### src/rtl/pdp8_tt_uart_pkg.sv
// Shared definitions for the PDP-8 console teletype serial engine:
// FSM state encoding and 8N1 frame constants.
package pdp8_tt_uart_pkg;

    // Both the transmitter and the receiver walk the same four frame phases.
    typedef enum logic [1:0] {
        StIdle  = 2'd0,
        StStart = 2'd1,
        StData  = 2'd2,
        StStop  = 2'd3
    } tt_state_e;

    localparam int unsigned DataBits = 8;
    localparam int unsigned StopBits = 1;

    // Bit counter value of the final data bit.
    localparam logic [2:0] LastBit = 3'(DataBits - 1);

endpackage

### src/rtl/pdp8_tt_uart_rx.sv
// 8N1 oversampling receiver: input synchronisers, rx baud edge detect,
// start/data/stop FSM, holding register and console req/ack handshake.
module pdp8_tt_uart_rx
    import pdp8_tt_uart_pkg::*;
#(
    parameter int unsigned OVERSAMPLE  = 16,
    parameter int unsigned SYNC_STAGES = 2
) (
    input  logic       clk,
    input  logic       reset,
    input  logic       rx_clk,
    input  logic       rx_serial,
    input  logic       rx_req,
    output logic       rx_ack,
    output logic [7:0] rx_data,
    output logic       rx_empty
);

    localparam int unsigned CntW = $clog2(OVERSAMPLE);
    localparam logic [CntW-1:0] HalfM1 = CntW'(OVERSAMPLE / 2 - 1);
    localparam logic [CntW-1:0] FullM1 = CntW'(OVERSAMPLE - 1);

    logic [SYNC_STAGES-1:0] clk_sync_q, clk_sync_d;
    logic [SYNC_STAGES-1:0] din_sync_q, din_sync_d;
    logic                   clk_prev_q, clk_prev_d;
    logic                   rx_tick, rxs;

    tt_state_e       state_q, state_d;
    logic [CntW-1:0] cnt_q, cnt_d;
    logic [2:0]      bit_q, bit_d;
    logic [7:0]      shift_q, shift_d;
    logic [7:0]      hold_q, hold_d;
    logic [7:0]      data_q, data_d;
    logic            empty_q, empty_d;
    logic            ack_q, ack_d;
    logic            rx_write, rx_grant;

    // Synchronise the baud level and serial line, then detect baud rising edges.
    always_comb begin
        clk_sync_d = {clk_sync_q[SYNC_STAGES-2:0], rx_clk};
        din_sync_d = {din_sync_q[SYNC_STAGES-2:0], rx_serial};
        clk_prev_d = clk_sync_q[SYNC_STAGES-1];
        rx_tick    = clk_sync_q[SYNC_STAGES-1] & ~clk_prev_q;
        rxs        = din_sync_q[SYNC_STAGES-1];
    end

    // Frame FSM: sample counter runs mod OVERSAMPLE, re-centred on the start bit.
    always_comb begin
        state_d  = state_q;
        cnt_d    = cnt_q;
        bit_d    = bit_q;
        shift_d  = shift_q;
        rx_write = 1'b0;
        if (rx_tick) begin
            unique case (state_q)
                StIdle: begin
                    if (!rxs) begin
                        cnt_d   = '0;
                        state_d = StStart;
                    end
                end
                StStart: begin
                    if (cnt_q == HalfM1) begin
                        if (!rxs) begin
                            cnt_d   = '0;
                            bit_d   = '0;
                            state_d = StData;
                        end else begin
                            state_d = StIdle;
                        end
                    end else begin
                        cnt_d = cnt_q + 1'b1;
                    end
                end
                StData: begin
                    if (cnt_q == FullM1) begin
                        cnt_d   = '0;
                        shift_d = {rxs, shift_q[7:1]};
                        if (bit_q == LastBit) begin
                            state_d = StStop;
                        end else begin
                            bit_d = bit_q + 3'd1;
                        end
                    end else begin
                        cnt_d = cnt_q + 1'b1;
                    end
                end
                StStop: begin
                    if (cnt_q == FullM1) begin
                        // A low stop bit is a framing error: the byte is dropped.
                        rx_write = rxs;
                        state_d  = StIdle;
                    end else begin
                        cnt_d = cnt_q + 1'b1;
                    end
                end
                default: state_d = StIdle;
            endcase
        end
    end

    // Console handshake; a completing byte wins the holding register over a grant.
    always_comb begin
        rx_grant = rx_req & ~ack_q & ~empty_q;
        ack_d    = ack_q;
        data_d   = data_q;
        hold_d   = hold_q;
        empty_d  = empty_q;
        if (rx_grant) begin
            ack_d   = 1'b1;
            data_d  = hold_q;
            empty_d = 1'b1;
        end else if (!rx_req) begin
            ack_d = 1'b0;
        end
        if (rx_write) begin
            hold_d  = shift_q;
            empty_d = 1'b0;
        end
    end

    // State registers with synchronous reset.
    always_ff @(posedge clk) begin
        if (reset) begin
            clk_sync_q <= '0;
            din_sync_q <= '1;
            clk_prev_q <= 1'b0;
            state_q    <= StIdle;
            cnt_q      <= '0;
            bit_q      <= '0;
            shift_q    <= '0;
            hold_q     <= '0;
            data_q     <= '0;
            empty_q    <= 1'b1;
            ack_q      <= 1'b0;
        end else begin
            clk_sync_q <= clk_sync_d;
            din_sync_q <= din_sync_d;
            clk_prev_q <= clk_prev_d;
            state_q    <= state_d;
            cnt_q      <= cnt_d;
            bit_q      <= bit_d;
            shift_q    <= shift_d;
            hold_q     <= hold_d;
            data_q     <= data_d;
            empty_q    <= empty_d;
            ack_q      <= ack_d;
        end
    end

    assign rx_ack   = ack_q;
    assign rx_data  = data_q;
    assign rx_empty = empty_q;

endmodule

### src/rtl/pdp8_tt_uart.sv
// PDP-8 console teletype serial engine: inline 8N1 transmitter plus the
// oversampling receiver sub-module. Define PDP8_TT_LOOPBACK_EN to feed the
// transmit shift output into the receiver and hold tx_out high (self-test).
module pdp8_tt_uart
    import pdp8_tt_uart_pkg::*;
#(
    parameter int unsigned OVERSAMPLE  = 16,
    parameter int unsigned SYNC_STAGES = 2
) (
    input  logic       clk,
    input  logic       reset,
    input  logic       tx_clk,
    input  logic       tx_req,
    output logic       tx_ack,
    input  logic [7:0] tx_data,
    output logic       tx_empty,
    input  logic       rx_clk,
    input  logic       rx_req,
    output logic       rx_ack,
    output logic [7:0] rx_data,
    output logic       rx_empty,
    input  logic       rx_in,
    output logic       tx_out
);

    logic [SYNC_STAGES-1:0] txc_sync_q, txc_sync_d;
    logic                   txc_prev_q, txc_prev_d;
    logic                   tx_tick, tx_grant;

    tt_state_e  tx_state_q, tx_state_d;
    logic [7:0] tx_hold_q, tx_hold_d;
    logic [7:0] tx_shift_q, tx_shift_d;
    logic [2:0] tx_bit_q, tx_bit_d;
    logic       tx_full_q, tx_full_d;
    logic       tx_line_q, tx_line_d;
    logic       tx_ack_q, tx_ack_d;
    logic       tx_empty_q, tx_empty_d;
    logic       rx_serial;

    // Synchronise the tx baud level and turn its rising edges into ticks.
    always_comb begin
        txc_sync_d = {txc_sync_q[SYNC_STAGES-2:0], tx_clk};
        txc_prev_d = txc_sync_q[SYNC_STAGES-1];
        tx_tick    = txc_sync_q[SYNC_STAGES-1] & ~txc_prev_q;
    end

    // Load handshake plus frame FSM; the holding register is only freed on a tick.
    always_comb begin
        tx_grant   = tx_req & ~tx_ack_q & ~tx_full_q;
        tx_ack_d   = tx_ack_q;
        tx_hold_d  = tx_hold_q;
        tx_full_d  = tx_full_q;
        tx_state_d = tx_state_q;
        tx_shift_d = tx_shift_q;
        tx_bit_d   = tx_bit_q;
        tx_line_d  = tx_line_q;
        if (tx_grant) begin
            tx_ack_d  = 1'b1;
            tx_hold_d = tx_data;
            tx_full_d = 1'b1;
        end else if (!tx_req) begin
            tx_ack_d = 1'b0;
        end
        if (tx_tick) begin
            unique case (tx_state_q)
                StIdle, StStop: begin
                    // From STOP a full holding register reloads with no idle bit.
                    if (tx_full_q) begin
                        tx_shift_d = tx_hold_q;
                        tx_full_d  = 1'b0;
                        tx_line_d  = 1'b0;
                        tx_state_d = StStart;
                    end else begin
                        tx_state_d = StIdle;
                    end
                end
                StStart: begin
                    tx_line_d  = tx_shift_q[0];
                    tx_shift_d = {1'b0, tx_shift_q[7:1]};
                    tx_bit_d   = '0;
                    tx_state_d = StData;
                end
                StData: begin
                    if (tx_bit_q == LastBit) begin
                        tx_line_d  = 1'b1;
                        tx_state_d = StStop;
                    end else begin
                        tx_line_d  = tx_shift_q[0];
                        tx_shift_d = {1'b0, tx_shift_q[7:1]};
                        tx_bit_d   = tx_bit_q + 3'd1;
                    end
                end
                default: tx_state_d = StIdle;
            endcase
        end
        tx_empty_d = ~tx_full_d & (tx_state_d == StIdle);
    end

    // Transmitter registers with synchronous reset.
    always_ff @(posedge clk) begin
        if (reset) begin
            txc_sync_q <= '0;
            txc_prev_q <= 1'b0;
            tx_state_q <= StIdle;
            tx_hold_q  <= '0;
            tx_shift_q <= '0;
            tx_bit_q   <= '0;
            tx_full_q  <= 1'b0;
            tx_line_q  <= 1'b1;
            tx_ack_q   <= 1'b0;
            tx_empty_q <= 1'b1;
        end else begin
            txc_sync_q <= txc_sync_d;
            txc_prev_q <= txc_prev_d;
            tx_state_q <= tx_state_d;
            tx_hold_q  <= tx_hold_d;
            tx_shift_q <= tx_shift_d;
            tx_bit_q   <= tx_bit_d;
            tx_full_q  <= tx_full_d;
            tx_line_q  <= tx_line_d;
            tx_ack_q   <= tx_ack_d;
            tx_empty_q <= tx_empty_d;
        end
    end

    assign tx_ack   = tx_ack_q;
    assign tx_empty = tx_empty_q;

`ifdef PDP8_TT_LOOPBACK_EN
    logic unused_rx_in;
    assign unused_rx_in = rx_in;
    assign rx_serial    = tx_line_q;
    assign tx_out       = 1'b1;
`else
    assign rx_serial = rx_in;
    assign tx_out    = tx_line_q;
`endif

    pdp8_tt_uart_rx #(
        .OVERSAMPLE  (OVERSAMPLE),
        .SYNC_STAGES (SYNC_STAGES)
    ) u_rx (
        .clk       (clk),
        .reset     (reset),
        .rx_clk    (rx_clk),
        .rx_serial (rx_serial),
        .rx_req    (rx_req),
        .rx_ack    (rx_ack),
        .rx_data   (rx_data),
        .rx_empty  (rx_empty)
    );

endmodule

### config.mk
export PLATFORM = sky130hd
export DESIGN_NAME = pdp8_tt_uart
export DESIGN_NICKNAME = d
export VERILOG_FILES = /design/src/rtl/pdp8_tt_uart_pkg.sv /design/src/rtl/pdp8_tt_uart_rx.sv /design/src/rtl/pdp8_tt_uart.sv
export SDC_FILE = /design/constraint.sdc
export NUM_CORES = 1
export LEC_CHECK = 0
export ABC_AREA = 1
export CAP_MARGIN = 25
export CORE_ASPECT_RATIO = 1.5
export CORE_MARGIN = 8
export CORE_UTILIZATION = 34
export CTS_BUF_LIST = sky130_fd_sc_hd__clkbuf_2 sky130_fd_sc_hd__clkbuf_4 sky130_fd_sc_hd__clkbuf_8
export DETAILED_ROUTE_END_ITERATION = 10
export PLACE_DENSITY = 0.51
export RECOVER_POWER = 50
export SLEW_MARGIN = 20
export SYNTH_ARGS = -nofsm -noshare
export SYNTH_HDL_FRONTEND = slang
export SYNTH_SLANG_ARGS = --single-unit
### constraint.sdc
create_clock -name clk -period 3.55 [get_ports clk]
set_input_delay 1.065 -clock clk [delete_from_list [all_inputs] [get_ports clk]]
set_output_delay 1.065 -clock clk [all_outputs]
set_load 0.02 [all_outputs]
### Word level (Yosys, flattened, before mapping)

Cells that the tools add are included.
Widths: inputs -> output; s select.

* bits of input ports: 15
* ROM bits: 0
* memories kept: 0
* latch bits: 0
* memory bits (writable): 0
* output and inout bits: 13
* word-level logic and storage cells: 116
* bits in registers: 68

* equality and inequality tests: 22
* $lt $le $gt $ge: 0
* reductions and logical operators: 14
* $mul: 0
* muxes and demuxes: 42
* divide/modulo/power cells: 0
* bitwise operators: 14
* shifts and indexed selects: 0
* add/sub/neg operators: 3

Operators with widths (number)
* $pmux 8 s3: 1
* $mux 1: 16
* $mux 2: 8
* $mux 4: 4
* $mux 8: 2
* $pmux 4 s4: 1
* $mux 3: 5
* $ne 2x1->1 const B: 6
* $ne 2x2->1 const B: 6
* $pmux 3 s2: 2
* $reduce_and 6->1: 2
* $reduce_and 3->1: 3
* $eq 2x2->1 const B: 4
* $pmux 2 s4: 1
* $and 1x1->1: 7
* $not 1->1: 7
* $add 3x1->3 const B: 2
* $eq 3x3->1 const B: 2
* $logic_not 2->1: 3
* $pmux 2 s3: 1
* $reduce_bool 2->1: 3
* $add 4x1->4 const B: 1
* $eq 2x1->1 const B: 2
* $eq 4x3->1 const B: 1
* 4 further kinds: 5

### Logic depth before layout (Yosys ltp)

* depth after elaboration: 9
* mapped depth: 10
* gate-level depth less buffers: 10

### Cells and area by module

From an unflattened synthesis, not the netlist that was laid out.

* cells, all modules: 373
* area, all modules: 2835.2 µm²

Modules (own cells, without submodules)
* pdp8_tt_uart_rx: instances 1, seq. area each 800.8 µm², cells each 209, area each 1616.6 µm²
* pdp8_tt_uart: instances 1, seq. area each 560.5 µm², cells each 164, area each 1218.7 µm²

### Worst setup path after synthesis

Ideal clock, no wire load.

* path type: input -> register
* start point: input port tx_req
* end point: register tx_hold_q[6]
* arrival: 1.696 ns
* path buffers: 0
* cell stages on the path: 5
* path slack: 1.730 ns
* data required time: 3.426 ns
* setup time: 0.124 ns
* path through: inv_1 > nor2_2 > nand2_1 > o21ai_0 > a21oi_1

* longest elaborated chain between the ends: 2

RTL lines
* from (decl): line pdp8_tt_uart.sv:13 `input logic tx_req,`
* $and 1x1->1 (2 in series): line pdp8_tt_uart.sv:49 `tx_grant = tx_req & ~tx_ack_q & ~tx_full_q;`
* to (signal assigned): line pdp8_tt_uart.sv:116 `tx_hold_q <= tx_hold_d;`
* to (decl): line pdp8_tt_uart.sv:31 `logic [7:0] tx_hold_q, tx_hold_d;`

No other way between the ends.
A chain may end at the register's enable or synchronous reset.

### Worst setup path in the final report

* start point: input port reset
* end point: register u_rx.din_sync_q[0]

RTL lines
* from (decl): line pdp8_tt_uart.sv:11 `input logic reset,`
* to (signal assigned): line pdp8_tt_uart_rx.sv:138 `din_sync_q <= din_sync_d;`
* to (decl): line pdp8_tt_uart_rx.sv:24 `logic [SYNC_STAGES-1:0] din_sync_q, din_sync_d;`

No word-level cell between the ends.

==> results.md <==
- Leaving out fill and tap cells, the most frequent cell in the layout is sky130_fd_sc_hd__dfxtp_1.
- The count of cells resized by post-cts repair is 0.
- In this run the clock root is driven by a sky130_fd_sc_hd__clkbuf_8.
- The clock arrives with 10.67 ps of skew.
- The number of placed instances, taps included, is around 500.
- The number of violations reported at the end of detailed-routing iteration 0 is roughly 140.
- Walking the worst path, the cells encountered are dlygate4sd3_1 > clkbuf_1 > or2_2.
- The class of the most critical hold timing path is flip-flop to flip-flop.
- The number of setup buffers added after CTS is 0.
- The post-synth net total is slightly above 400.
- The count of nets left with antenna violations once routing finished came out at 0.
- The number of max-slew violations in the final report is 0.
- Across all setup checks in the final design, the least slack found is 956.1 ps.
- The initial antenna violation count is 0.
- The critical path startpoint category is an input pin.
- The flow ran to the end, and the final reports show no timing, DRC or antenna violations.
- Of the total power, combinational logic draws 0.055.
- The clock period could shrink to ~2600 ps.
- The number of standard-cell rows in the floorplan is 41.
- In this run the power spent charging and discharging nets is 0.3461 mW.
- The fraction of the yosys area taken by sequential cells is 0.4668.
- The placeable core region is 8362 µm².
- The via count of the first global-routing pass is about 2400.
- In the final design database the tool counted between 400 and 500 nets.
- The port buffer count is 27.
- In this run, synthesis produced a sequential element count of just under 70.
- The mean routed wirelength per cell is 11.50 µm.
- The met2 track demand over resource in global routing is 0.1948.
- The height of the die is between 100 and 150 µm.
- After detailed routing, the number of remaining DRC violations is 0.
- The sink count of the clock tree is 68.
- The post-synthesis cell type with the largest combined area is sky130_fd_sc_hd__dfxtp_1.
- The transition at the pin with the smallest max-transition slack is between 1000 and 1500 ps.
- Counting along the longest clock path gives a buffer depth of 2.
- The width of the die is approximately 92 µm.
- The share of synthesized area in the top cell type comes to 0.4668.
- In this run the most used layer during global routing was met2.
- The number of I/O pins is 28.
- The total via count in the routed design is roughly 2400.
- The gate family responsible for the most delay along the worst path is buffers and inverters.
- Setup repair after global routing left no endpoint under its margin.
- The final hold violation count is 0.
- The global routing met3 resource utilization is 0.02431.
- The remaining global-route overflow is 0.
- The worst setup path is captured at a flip-flop.
- The number of distinct library cell variants in the gate-level netlist after synthesis is 28.
- Of the total power, registers draw 0.518.
- The repair_antennas step left the layout with diodes totalling 0.
- The setup total negative slack is 0 ps.
- The design draws around 1.5 mW.
- Among all flip-flop cells after synthesis, the most frequent one is sky130_fd_sc_hd__dfxtp_1.
- Dividing the detail-routed via count by the number of cells gives between 4 and 5.
- In the layout the commonest cells are sky130_fd_sc_hd__dfxtp_1, sky130_fd_sc_hd__nand2_1, sky130_fd_sc_hd__o21ai_0, sky130_fd_sc_hd__inv_1, sky130_fd_sc_hd__a21oi_1.
- From synthesis to final layout, the design area changed by 18.32%.
- For met1 alone, demand over resource in global routing was 0.1059.
- Measured against its own limit, the worst slew margin works out to 0.08041.
- TritonCTS built the clock tree.
- In this run the number of H-tree levels came out at 3.
- The post-synthesis instance total is between 300 and 400.
- The setup-violating endpoint count in the final report is 0.
- In this run the static leakage power is approximately 1.4 nW.
- Of the total power, the share spent switching nets is 0.2280.
- The CTS clock-pin slew for the worst setup and hold paths is around 60 ps.
- The number of fill cells is 888.
- The overall die area is between 10000 and 15000 µm².
- After synthesis, the share of flip-flops with an asynchronous set or reset is 0.
- For this configuration, the core starts out at a cell density of 0.3488.
- The mean instance size in the synthesized netlist is slightly below 8 µm².
- The number of non-filler instances in the completed layout is between 500 and 600.
- The pin count of the biggest net entering global routing is 37.
- The worst slack at placement is approximately 1100 ps.
- For this design, the CTS-stage hold fixing added 0 buffers.
- By area the synthesized netlist is led by sky130_fd_sc_hd__dfxtp_1, sky130_fd_sc_hd__o21ai_0, sky130_fd_sc_hd__nand2_1, sky130_fd_sc_hd__a21oi_1, sky130_fd_sc_hd__inv_1.
- The congestion estimate from routability-driven global placement came to 0.8172.
- For the worst-skew pair, the clock arrives at the later sink with an insertion delay of 350 ps.
- For this run, the number of Yosys warnings is 0.
- The cell area that synthesis handed to floorplanning was around 2900 µm².
- In the final layout, the share of cells above drive strength 1 is 0.07073.
- The power density of the placed cells is 439.8 nW/µm².
- The sum of buffers and inverters on the critical path is 2.
- Cell internal power was estimated by the tool at 1.172 mW.
- The worst endpoint data arrival time is ~2900 ps.
- The final core area utilization is 0.4127.
- In the global route stage, overall resource usage came out at 0.1078.
- The wire length of the first global-routing pass is ~10000 µm.
- The startpoint-to-endpoint class of the critical path is input pin to flip-flop.
- Yosys mapped a number of flops with a built-in enable equal to 0.
- The detailed placement HPWL is 4134 µm.
- The tool flagged a number of max-cap violations equal to 0.
- The highest-delay cell along the critical path is sky130_fd_sc_hd__clkbuf_1.
- The highest attainable clock frequency is about 390 MHz.
- VDD sags by at most about 0.00022 V.
- The number of clock buffers added by TritonCTS is 9.
- Of the available clock period, the critical path in the final layout requires 0.7307.
- The maximum fanout along the worst path is 32.
- Before antenna repair, the detailed router went through 4 iterations.
- On the worst path, the slowest cell contributes a delay of roughly 1000 ps.
- The post-detailed-routing wire length is just under 6000 µm.
- The share of total power dissipated in the clock network is 0.427.
- The worst path required time is between 3000 and 4000 ps.
-- cells by family (layout without fill, tap and decap cells) --
family          count (synthesis)  count (layout)  synth area share
compound gates                 96              96            0.1742
flops                          68              68            0.4668
simple gates                  140             140            0.2179
buf+inv                        62              94           0.08966
fa+ha+maj                      12              12           0.05148
-- worst min-delay path, stage by stage (launching register included) --
cell and delay, ps:
sky130_fd_sc_hd__dfxtp_1 300, sky130_fd_sc_hd__inv_1 40, sky130_fd_sc_hd__nor2_1 30
-- synthesized netlist by cell type, types with 2 or more instances --
master and number:
sky130_fd_sc_hd__clkbuf_1 6, sky130_fd_sc_hd__or2_2 3, sky130_fd_sc_hd__ha_1 12, sky130_fd_sc_hd__buf_2 2, sky130_fd_sc_hd__nor4_1 7, sky130_fd_sc_hd__nand3_2 2, sky130_fd_sc_hd__dfxtp_1 68, sky130_fd_sc_hd__nor2_1 37
sky130_fd_sc_hd__nor2_2 2, sky130_fd_sc_hd__o21ai_0 48, sky130_fd_sc_hd__nand2_1 59, sky130_fd_sc_hd__nand4_1 8, sky130_fd_sc_hd__buf_6 3, sky130_fd_sc_hd__inv_1 47, sky130_fd_sc_hd__nand3_1 19, sky130_fd_sc_hd__a21oi_1 43
-- sequential cells by signal, indices dropped and copies added (netlist names), 2 cells and up, named ones only --
register and count:
tx_shift_q 8, tx_bit_q 3, tx_hold_q 8, u_rx.rx_data 8, u_rx.bit_q 3, tx_state_q 2, txc_sync_q 2, u_rx.clk_sync_q 2
u_rx.cnt_q 4, u_rx.din_sync_q 2, u_rx.hold_q 8, u_rx.shift_q 8
-- final timing paths --
kind,cells past startpoint,startpoint,slack [ps],end
max,3,reset,960,u_rx.din_sync_q[0]
min,2,txc_sync_q[0],400,txc_sync_q[1]
max reg2reg,7,tx_state_q[0],1500,tx_shift_q[7]
min reg2reg,2,txc_sync_q[0],400,txc_sync_q[1]
-- power groups by stage --
stage / Sequential [mW] / Combinational (mW) / Clock, mW
final: 0.787 / 0.0837 / 0.647
after global routing: 0.789 / 0.0958 / 0.699
after CTS: 0.787 / 0.0861 / 0.671
after detailed placement: 0.804 / 0.0856 / 0
after global placement: 0.804 / 0.0851 / 0
after floorplan: 0.805 / 0.0491 / 0
-- area by class of cell --
cell class / count / area [µm²] / area share
Sequential cell: 68 / 1361 / 0.3945
Multi-Input combinational cell: 248 / 1289 / 0.3735
Timing Repair Buffer: 29 / 281.5 / 0.08158
Inverter: 49 / 183.9 / 0.05330
Clock buffer: 12 / 152.6 / 0.04423
Tap cell: 107 / 133.9 / 0.03880
Clock inverter: 4 / 48.80 / 0.01414
-- through the flow --
stage / cell area (µm²) / hold WS, ps
CTS: 3460 / 404.9
global placement: 3258 / 389.0
global route: 3451 / 443.7
floorplan: 2917 / 388.3
detailed placement: 3258 / 395.2
finish: 3451 / 401.6
-- routing by layer --
metal	part of all wire	wire, µm
met1	0.44	2644
met3	0.031	187
met2	0.49	2937
met5	0	0
met4	0.029	174
Power figures use the tool's default switching activity.
==> patch 1 (same flow settings) <==
Build with the macro `PDP8_TT_LOOPBACK_EN` defined.
--- a/src/rtl/pdp8_tt_uart.sv
+++ b/src/rtl/pdp8_tt_uart.sv
@@ -3,2 +3,4 @@
 // transmit shift output into the receiver and hold tx_out high (self-test).
+`define PDP8_TT_LOOPBACK_EN
+
 module pdp8_tt_uart
Check against the original RTL: not equivalent (Yosys sat finds a counterexample within 4 cycles, from zero or initial values and one cycle with reset high).
==> patch 1 against the unedited design <==
Combinational power shrank 6.8%. Count of clock-buffer cells in the layout decreased by 2. Power up 8.1%. Area after synthesis up 0.21%. Sequential cell count did not move. Highest routed layer unchanged. Die area is 0.19% higher. Design area up 0.36%. Fmax up 2.0%. Wire length fell by 2.2%. Worst setup slack better by 50 ps. Non-clock buffer count decreased by 2.
==> patch 1: results (changes against the unedited design) <==
- Status: finished, final reports clean
- Fillers: 851 (-4.2%)
- Largest net degree at the start of global routing: 38 (+2.7%)
- Top post-synthesis cells by count: dfxtp_1 (68), nand2_1 (56), o21ai_0 (50)
- Detailed Routing Iterations Pass 1: 4 (unchanged)
- Met2 Track Usage GR: 18.0% (-1.5 points)
- Global placement routability congestion: 0.772 (-5.6%)
- CTS clk-pin slew, worst paths: 70 ps
- Register area share after synthesis: 46.6% (-0.10 points)
- Pleak: 1.40 nW (+1.2%)
- Peak supply drop: 0.000312 V (+40%)
- Post-synth ARST share: 0% (unchanged)
- Skew-Pair Late Insertion Delay: 350 ps (about the same)
- Post_cts resized: 0 (unchanged)
- Grt met1 use: 11.3% (+0.69 points)
- Crit path DAT: 2830 ps (-50 ps)
- DRC marker count from the first detailed-route iteration: 141 (+2.2%)
- Clock buffer depth: 2 (unchanged)
- IO Port Bufs: 25 (-7.4%)
- Share of cells above drive strength 1: 7.30% (+0.23 points)
- Delay-heaviest family, CP: buffers and inverters
- Worst clock skew: 8.67 ps (-1.99 ps)
- Vias in the first global route: 2358 (-2.2%)
- Top cells by area, synth: dfxtp_1 (47%), o21ai_0 (8.6%), nand2_1 (7.2%), a21oi_1 (7.0%), inv_1 (6.3%)
- Nets: 433 (+0.23%)
- GR Layer Usage met3: 3.13% (+0.69 points)
- First-pass GRT wire length: 10200 um (-0.86%)
- CTS H-tree lvls: 3 (unchanged)
- Vias per Instance: 4.70 (-0.68%)
- HP Start: txc_sync_q[0]
- Initial antenna violation count: 0 (unchanged)
- ANT cells: 0 (unchanged)
- Setup Buffers After CTS: 0 (unchanged)
- Root buffer cell: clkbuf_8
- Slowest cell on crit path: clkbuf_1
- Worst slew pin tran: 1320 ps (-55.9 ps)
- Net Count, Synth: 410 (+1.2%)
- Largest stage delay, worst path: 970 ps (-40 ps)
- R2R Setup Slk: 1530 ps (+30 ps)
- Cell variety after synth: 27 (-3.6%)
- CP max FO: 29 (-9.4%)
- Min-Delay Endpoint: txc_sync_q[1]
- CP required: 3840 ps (about the same)
- Gr usage total: 10.5% (-0.27 points)
- DR WL/cell: 11.2 um (-2.3%)
- DP Wirelength: 4070 um (-1.7%)
## patch 1: cell count changes in the layout (fill, tap and decap cells not counted), moves of 3 or more
| cell | before | now |
|---|---|---|
| nor2_1 | 37 | 42 |
| nand2_1 | 59 | 56 |
| nand4_1 | 8 | 5 |
| o21ai_0 | 48 | 51 |
## patch 1: kinds of logic (layout without fill, tap and decap cells)
kind of cell | Yosys count | count (layout) | synth area share, %
simple gates | 141 | 141 | 21.5
flops | 68 | 68 | 46.6
other cells | 1 | 1 | 0.128
buf+inv | 66 | 94 | 9.72
compound gates | 95 | 95 | 16.9
fa+ha+maj | 12 | 12 | 5.14
## patch 1: final cells by class
type	instances	share of cell area, %
multi-input combinational	249	36.7
tap	107	3.87
clock inverter	6	3.22
timing repair buffer	27	7.55
clock buffer	10	3.79
inverter	51	5.53
sequential	68	39.3
## patch 1: worst max path at each step
stage	start	to	slack (ps)	depth (start not counted)
2_1_floorplan	reset	u_rx.hold_q[0]	1710	5
3_3_place_gp	tx_req	tx_hold_q[6]	1050	6
3_5_place_dp	tx_req	tx_hold_q[6]	1050	6
4_1_cts	u_rx.rx_empty	rx_empty	1070	1
5_1_grt	reset	u_rx.shift_q[7]	810	3
6_report	reset	u_rx.din_sync_q[0]	1010	3
## patch 1: worst register-to-register path: cells and delay by family (launching register included)
kind,cells,cell delay (ps)
compound gates,2,530
fa+ha+maj,1,520
simple gates,1,90
buf+inv,3,350
flops,1,350
## patch 1: power by group
group          switching (W)  internal, W
Combinational      0.0000459    0.0000321
Clock               0.000303     0.000476
Sequential        0.00000722     0.000777
Total               0.000356      0.00128
## patch 1: metrics by stage
step / hold slack, ps / instance area (sq um) / utilization [%] / setup slack (ps) / cells
floorplan: 388 / 2920 / - / 1710 / 383
global placement: 393 / 3230 / 38.6 / 1050 / 502
detailed placement: 398 / 3230 / 38.6 / 1050 / 502
CTS: 410 / 3470 / 41.5 / 1070 / 518
global route: 440 / 3460 / 41.4 / 806 / 518
finish: 407 / 3460 / 41.4 / 1010 / 518
## patch 1: routing by layer
metal	routed length [um]	part of all wire [%]	up-vias
li1	-	-	1292
met1	2650	46	1096
met2	2790	48	35
met3	239	4.1	12
met4	131	2.3	0
met5	0	0	-
==> patch 2 (same settings) <==
Without the edit above. Re-encode `tt_state_e` (4 states) as one-hot, 4 bits wide.
--- a/src/rtl/pdp8_tt_uart_pkg.sv
+++ b/src/rtl/pdp8_tt_uart_pkg.sv
@@ -5,7 +5,7 @@
     // Both the transmitter and the receiver walk the same four frame phases.
-    typedef enum logic [1:0] {
-        StIdle  = 2'd0,
-        StStart = 2'd1,
-        StData  = 2'd2,
-        StStop  = 2'd3
+    typedef enum logic [3:0] {
+        StIdle  = 4'b0001,
+        StStart = 4'b0010,
+        StData  = 4'b0100,
+        StStop  = 4'b1000
     } tt_state_e;
Behaviour: no difference found for any inputs over 10 cycles, from zero or initial values and one cycle with reset high; not proved beyond that.
==> patch 2 against the unedited design <==
Design area up 8.1%. Worst setup slack worse by 92 ps. Final cell count up 14%. Power up 3.2%. Wire length up 13%. Die area up 7.9%. Sequential power up 6.0%. Area after synthesis up 9.3%. Utilization down 0.71 points. Sequential cell count up 4. Synthesized cell count up 18%. Non-clock buffer count unchanged. Critical path type unchanged.
==> patch 2: results (changes against the unedited design) <==
- Status: finished, final reports clean
- Top post-synthesis cells by count: nand2_1 (83), nor2_1 (77), dfxtp_1 (72)
- Metal2 WL: 3340 um (+14%)
- Peak supply drop: 0.000224 V (about the same)
- Fillers: 973 (+9.6%)
- Largest net degree at the start of global routing: 52 (+41%)
- DP Wirelength: 4720 um (+14%)
- Cell variety after synth: 30 (+7.1%)
- Clock buf/inv share: 5.10% (-0.74 points)
- Register share of the cell area: 38.6% (-0.82 points)
- Worst slew pin tran: 952 ps (-428 ps)
- Top cells by area, synth: dfxtp_1 (45%), nand2_1 (9.8%), nor2_1 (9.1%), o21ai_0 (6.8%), inv_1 (6.6%)
- Comb_multi_in: 304 (+23%)
- Nets: 495 (+15%)
- Gr usage total: 11.3% (+0.53 points)
- Register area share after synthesis: 45.2% (-1.4 points)
- Layout inverter count without the clock tree: 59 (+20%)
- Vias in the first global route: 2640 (+9.5%)
- Compound-Gate Fraction of Synth Area: 14.4% (-3.0 points)
- Vias per Instance: 4.62 (-2.3%)
- Dpl ws: 879 ps (-206 ps)
- GR Layer Usage met3: 3.56% (+1.1 points)
- WL met3: 194 um (+3.7%)
- XOR/XNOR Fraction of Synth Area: 0.275% (+0.27 points)
- DRT met1 WL: 3080 um (+17%)
- Largest stage delay, worst path: 710 ps (-300 ps)
- Global placement routability congestion: 0.781 (-4.4%)
- Pleak: 1.64 nW (+19%)
==> patch 2: cell types whose count changed in the layout (fill, tap and decap cells not counted), moves of 2 or more <==
cell and delta:
nand3_1 +6, o21ai_0 -4, a21oi_1 -6, nor3_1 +2, nand2_1 +24, dfxtp_1 +4, nor2_1 +40, nand4_1 -5
ha_1 -7, inv_1 +9, nand2_2 +4, nand2_4 +4, nor4_1 -7, nor2_2 +4
==> patch 2: through the flow <==
| step | instance area, sq um | cells | total power, W |
|---|---|---|---|
| after floorplan | 3190 | 447 | 0.000915 |
| after global placement | 3550 | 576 | 0.000949 |
| after CTS | 3740 | 591 | 0.00160 |
| after detailed placement | 3550 | 576 | 0.000951 |
| after global routing | 3730 | 591 | 0.00165 |
| final | 3730 | 591 | 0.00157 |
==> patch 2: worst reg2reg max path, delay by kind of cell, from the launching register on <==
| kind | cells | cell delay, ps |
|---|---|---|
| fa+ha+maj | 1 | 260 |
| simple gates | 3 | 670 |
| buf+inv | 1 | 120 |
| compound gates | 2 | 320 |
| flops | 1 | 380 |
==> patch 2: final timing paths <==
path / from / endpoint / slack (ps) / cells after the start
min reg2reg: txc_sync_q[0] / txc_sync_q[1] / 410 / 2
min: txc_sync_q[0] / txc_sync_q[1] / 410 / 2
max reg2reg: u_rx.cnt_q[1] / u_rx.hold_q[6] / 1750 / 7
max: reset / u_rx.hold_q[6] / 860 / 6
==> patch 2: report_power, final <==
group	leakage, nW	total, W	internal [W]	switching (W)
combinational	0.953	0.0000947	0.0000397	0.0000551
sequential	0.585	0.000834	0.000826	0.00000773
clock	0.101	0.000638	0.000345	0.000293
